[src/rtl/ifu_fetch.sv]
// Instruction fetch unit: AXI-lite read master toward the instruction SRAM.
// It has one outstanding AR at a time and hands {inst, pc} to decode over valid/ready.
module ifu_fetch #(
  parameter int                ADDR_W   = 32,
  parameter int                DATA_W   = 32,
  parameter logic [ADDR_W-1:0] RESET_PC = 32'h8000_0000,
  parameter logic [DATA_W-1:0] INST_NOP = 32'h0000_0013
) (
  input  logic              clk,
  input  logic              rst_n,
  output logic [ADDR_W-1:0] araddr,
  output logic              arvalid,
  input  logic              arready,
  input  logic [DATA_W-1:0] rdata,
  input  logic [1:0]        rresp,
  input  logic              rvalid,
  output logic              rready,
  input  logic              redirect_valid,
  input  logic [ADDR_W-1:0] redirect_pc,
  output logic              inst_valid,
  input  logic              inst_ready,
  output logic [DATA_W-1:0] inst,
  output logic [ADDR_W-1:0] inst_pc,
  output logic              inst_err
);

  typedef enum logic [1:0] {S_IDLE, S_AR, S_R, S_OUT} state_t;

  state_t            state;
  logic [ADDR_W-1:0] pc;
  logic [ADDR_W-1:0] ar_addr;
  logic [ADDR_W-1:0] inst_pc_q;
  logic [DATA_W-1:0] inst_buf;
  logic              kill;
  logic              err_q;
  logic [ADDR_W-1:0] redir_tgt;

  assign redir_tgt  = {redirect_pc[ADDR_W-1:2], 2'b00};

  assign arvalid    = (state == S_AR);
  assign rready     = (state == S_R);
  assign inst_valid = (state == S_OUT);
  assign araddr     = ar_addr;
  assign inst       = inst_valid ? inst_buf : INST_NOP;
  assign inst_pc    = inst_pc_q;
  assign inst_err   = err_q;

  always_ff @(posedge clk or negedge rst_n) begin
    if (!rst_n) begin
      state     <= S_IDLE;
      pc        <= RESET_PC;
      ar_addr   <= RESET_PC;
      inst_pc_q <= RESET_PC;
      inst_buf  <= INST_NOP;
      kill      <= 1'b0;
      err_q     <= 1'b0;
    end else begin
      case (state)
        S_IDLE: begin
          state <= S_AR;
          if (redirect_valid) begin
            pc      <= redir_tgt;
            ar_addr <= redir_tgt;
          end else begin
            ar_addr <= pc;
          end
        end
        // The presented address must not change before the handshake, so a
        // redirect here only marks the in-flight beat for discard.
        S_AR: begin
          if (redirect_valid) begin
            pc   <= redir_tgt;
            kill <= 1'b1;
          end
          if (arready) state <= S_R;
        end
        S_R: begin
          if (rvalid) begin
            if (kill || redirect_valid) begin
              kill  <= 1'b0;
              state <= S_AR;
              if (redirect_valid) begin
                pc      <= redir_tgt;
                ar_addr <= redir_tgt;
              end else begin
                ar_addr <= pc;
              end
            end else begin
              inst_buf  <= rdata;
              inst_pc_q <= ar_addr;
              err_q     <= (rresp != 2'b00);
              pc        <= ar_addr + ADDR_W'(4);
              state     <= S_OUT;
            end
          end else if (redirect_valid) begin
            pc   <= redir_tgt;
            kill <= 1'b1;
          end
        end
        // A redirect beats a simultaneous inst_ready: the held instruction is dropped.
        S_OUT: begin
          if (redirect_valid) begin
            pc      <= redir_tgt;
            ar_addr <= redir_tgt;
            state   <= S_AR;
          end else if (inst_ready) begin
            ar_addr <= pc;
            state   <= S_AR;
          end
        end
        default: state <= S_IDLE;
      endcase
    end
  end

endmodule

[config.mk]
export PLATFORM = sky130hd
export DESIGN_NAME = ifu_fetch
export DESIGN_NICKNAME = d
export VERILOG_FILES = /design/src/rtl/ifu_fetch.sv
export SDC_FILE = /design/constraint.sdc
export NUM_CORES = 1
export LEC_CHECK = 0
export BUFFER_PORTS_ARGS = -buffer_cell sky130_fd_sc_hd__buf_2
export CORE_UTILIZATION = 52
export DETAILED_ROUTE_END_ITERATION = 10
export PLACE_DENSITY_LB_ADDON = 0.25
export REMOVE_ABC_BUFFERS = 1
export SLEW_MARGIN = 20
export SYNTH_ARGS = -nofsm -noshare
export SYNTH_HDL_FRONTEND = slang
export SYNTH_SLANG_ARGS = --single-unit
[constraint.sdc]
create_clock -name clk -period 2.4 [get_ports clk]
set_clock_uncertainty 0.05 [all_clocks]
set_input_delay 0.12 -clock clk [delete_from_list [all_inputs] [get_ports clk]]
set_output_delay 0.12 -clock clk [all_outputs]
set_load 0.03 [all_outputs]
==> Word level (Yosys, flattened, before mapping) <==
Index checks and enable logic that the tools add are counted.
{ "op_classes": {"add_sub_neg": 1, "eq_ne": 8, "mux": 20, "n_bitwise": 1, "n_reduce_logical": 10} }
{ "op_table": {"columns": ["op", "count"], "rows": [
  ["$mux 32", 8],
  ["$pmux 32 s3", 1],
  ["$pmux 32 s2", 1],
  ["$add 32x3->32 const B", 1],
  ["$mux 2", 5],
  ["$pmux 2 s4", 1],
  ["$ne 3x2->1 const B", 2],
  ["$reduce_and 3->1", 2],
  ["$eq 2x2->1 const B", 2],
  ["$ne 2x1->1 const B", 2],
  ["$reduce_and 4->1", 1],
  ["$reduce_bool 2->1", 2],
  ["$mux 1", 3],
  ["$reduce_bool 3->1", 1],
  ["$reduce_or 3->1", 1],
  ["$eq 2x1->1 const B", 1],
  ["$logic_not 2->1", 1],
  ["$ne 2x2->1 const B", 1],
  ["$pmux 1 s2", 1],
  ["$reduce_and 2->1", 1],
  ["$logic_or 1x1->1", 1],
  ["$not 1->1", 1]
]} }
{ "word_totals": {"register_bits": 132, "inputBits": 72, "out_inout_bits": 100, "elab_cells": 47} }

==> Logic depth before layout (Yosys ltp) <==
{ "logic_depth": {"depth_word": 4, "mapped_depth": 7, "ltp_nobuf": 6} }

==> Least setup slack after synthesis <==
OpenSTA, ideal clock, no wires.
{ "synth_timing": {"path_type": "reg-to-reg", "from": "register ar_addr[2], in the netlist araddr[2]", "to": "register pc[26]", "arrival_time_ns": 2.196, "setup_slack_ns": 0.072, "stages_incl_launch_ff": 6, "path_buffers": 0, "synth_period_minus_slack_ns": 2.328, "path_cell_list": "dfrtp_1 ha_1 nand4_1 or4_4 or4_1 a31oi_1"} }
{ "synth_via": {"elab_chain_cells": 4} }
{ "synth_rtl": {"columns": ["item", "line", "rtl"], "rows": [
  ["start, declared", "31", "logic [ADDR_W-1:0] ar_addr;"],
  ["start signal, assigned", "63", "ar_addr <= redir_tgt;"],
  ["start signal, assigned", "65", "ar_addr <= pc;"],
  ["start signal, assigned", "84", "ar_addr <= redir_tgt;"],
  ["$add 32x3->32", "92", "pc <= ar_addr + ADDR_W'(4);"],
  ["$mux 32", "79", "if (kill || redirect_valid) begin"],
  ["$mux 32", "78", "if (rvalid) begin"],
  ["$pmux 32 s2", "58", "case (state)"],
  ["end signal, assigned", "62", "pc <= redir_tgt;"],
  ["end signal, assigned", "83", "pc <= redir_tgt;"],
  ["end signal, assigned", "92", null],
  ["end, declared", "30", "logic [ADDR_W-1:0] pc;"]
]} }
Every way passes these cells.
A chain may end at the register's enable or synchronous reset.

==> Final worst setup path <==
Ends and elaborated chain as after synthesis.

==> flow_summary.ini <==
[finish]
finish.net_count = 841
diodes = 0
drive_above_1_share_pct = 37.50
mostFrequentLayoutCells = buf_2, dfrtp_1, mux2_2
layout_commonest_cell = buf_2
area_delta_synth_final_pct = 36.98
layout.filler_cells = 841

[setup_path]
cp_slowest_cell = or4_4
timing.critical_path.arrival_ns = 2.52
end_kind = flop
worstSetupPathType = flop to flop
critical_path.max_fanout = 6
timing.critical_path.slowest_cell_delay_ns = 0.56
rrSetupSlack_ns = 0.17
crit_chain = ha_1 -> nand4_1 -> or4_4 -> or4_1 -> a31oi_1
crit_required_ns = 2.69
worstSetupStartpointType = flop

[floorplanning]
dieHeight_microns = 110.7
die_x_microns = 110.7
initial_utilization_pct = 53.58
core-area_sq_um = 11470
io_pins = 172
num_rows = 39
die_area_sq_um = 12260

[clocking]
clock_tree_from_tritoncts = built
cts_post_setup_buffers_inserted = 0
cts.sinks = 132
insertion_delay_ns = 0.42
cts.path.max_buffers = 2
clk_pin_slew_worst_paths_ns = 0.05
cts-htree-levels = 4
root_buffer = clkbuf_16
cts_made_buffers = 17

[power]
power.net_switching_mw = 3.867
leakage_nw = 4.165
combPwrFrac_pct = 36.9
design_power_total_mw = 9.664
seq_power_share_pct = 37.6
power_density_nw_per_um2 = 1148
intPower_mw = 5.797
power_switching_share_pct = 40.02
clockPowerShare_pct = 25.5
worst_ir_drop_on_vdd_mv = 1.024

[timing]
timing.final.setup_violations = 0
grt_setup_unrepaired = no
timing_max_transition_violations_final = 0
post-route-min-period_ns = 2.234
hold_violations = 0
final_worst_path_cycle_share_pct = 93.07
fin_tns_setup_ns = 0
max_clock_freq_mhz = 447.7
max_slew.worst_pin.slew_ns = 0.5937
timing.max_slew.rel_slack_pct = 60.42

[routing]
first_pass_iters = 5
routedWlPerCell_microns = 16.90
finalWirelength_microns = 15540
num_vias = 4986
detail_route.iter0.violations = 247
post-route-drc-count = 0
viasPerCell = 5.425
antenna_violating_nets_post_route = 0

[run]
timing.max_cap.violations = 0

[yosys]
yosysWarnings = 0
synth-edff-count = 0
netlist_instances = 529
syn_avg_cell_area_sq_um = 11.62
ys_async_sr_fraction_pct = 100.0
yosys_register_bits = 132
synthFlopType = dfrtp_1
yosys.cell_types.count = 42
post_synth_instance_area_sq_um = 6145
synth_sequential_area_ratio_pct = 53.88

[placement]
port-buffer-count = 169
post-dp-hpwl_microns = 9725
gp_congestion = 0.7755

[grt]
m3_gr_usage_pct = 5.850
initial_antenna_violation_count = 0
grt_use_met1_pct = 32.97
grt_first_pass_wirelength_microns = 25810
globalRouteMet2Util_pct = 45.38
pin_count_of_the_biggest_net_entering_global_routing = 72
global_route.usage.total_pct = 26.85
gr-max-usage-layer = met2
first_global_vias = 5223
gr-total-overflow = 0

[status]
status = completed

[worst_hold_path]
worstHoldPathType = input pin to flop
synth_stat cells, drive strengths merged (8+ instances only):
library cell	count	area [sq um]
mux2i	43	430.4
buf	11	53.80
inv	10	37.54
nor2	43	161.4
nor3	9	45.04
and2	33	206.5
a211oi	15	112.6
dfrtp	126	3153
xnor2	8	70.07
mux2	64	720.7
nand4	10	68.81
a21oi	39	195.2
clkbuf	23	86.33
nand2	13	48.80
sequential cells by signal, indices dropped and copies added (netlist names):
| signal | cells |
|---|---|
| inst_err | 1 |
| pc | 32 |
| inst_pc | 32 |
| inst_buf | 32 |
| kill | 1 |
| state | 2 |
| araddr | 32 |
cell type report:
class	instances	area, sq um	share of cell area (%)
multi-input combinational	353	2679	31.83
clock buffer	27	513.0	6.095
clock inverter	5	50.05	0.5946
tap	143	178.9	2.126
sequential	132	3311	39.33
timing repair buffer	249	1648	19.58
inverter	10	37.54	0.4460
per-stage QoR:
step	cell area [sq um]	cells	hold slack, ns	worst slack, ns	util [%]
6_report	8417	919	0.00007847	0.1663	73.40
5_1_grt	8417	919	0.02365	0.02747	73.40
4_1_cts	8417	919	0.001137	0.1594	73.40
3_5_place_dp	7223	824	0.09031	0.1741	62.99
3_3_place_gp	7223	824	0.08231	0.2285	62.99
2_1_floorplan	6005	495	-0.2256	-1.547	-
repair_timing:
item                      CTS  global route
hold endpoints to repair  134             0
hold buffers               63             0
resized for setup           0             0
per-layer routing:
metal | share of wire [%] | routed length [microns]
met5 | 0 | 0
met4 | 2.7 | 418
met3 | 3.7 | 568
met2 | 52 | 8005
met1 | 42 | 6543
logic make-up (layout without fill, tap and decap cells):
logic type               after synthesis  count (layout)  synth area share, %
AO/OA/AOI/OAI                         79              79                8.430
XOR/XNOR                              10              10                1.425
buffers and inverters                 44             291                2.891
AND/OR/NAND/NOR                      151             151                13.42
flip-flops                           132             132                53.88
multiplexers                         107             107                18.73
adder cells (fa/ha/maj)                6               6                1.222
critical path, delay by kind of cell (launching register included):
kind	cells	cell delay, ns
AOI/OAI and AO/OA	1	0.18
and+or+nand+nor	3	1.20
DFF	1	0.44
adders and majority gates	1	0.28
worst paths after layout:
check | start | endpoint | cells after the start
setup / recovery | araddr[2] | pc[26] | 5
hold / removal | redirect_pc[9] | pc[9] | 3
setup reg to reg | araddr[2] | pc[26] | 5
hold reg to reg | inst_buf[18] | inst_buf[18] | 1
max in group asynchronous | rst_n | inst_buf[1] | 3
min in group asynchronous | rst_n | inst_pc[18] | 2
power groups by stage:
stage          Clock, mW  Sequential [mW]  Combinational (mW)
6_report            2.47             3.63                3.56
5_1_grt             2.60             3.75                3.82
4_1_cts             2.50             3.63                3.57
3_5_place_dp           0             3.66                3.47
3_3_place_gp           0             3.58                3.38
2_1_floorplan          0             4.40                1.48
(Power assumes the default switching activity.)
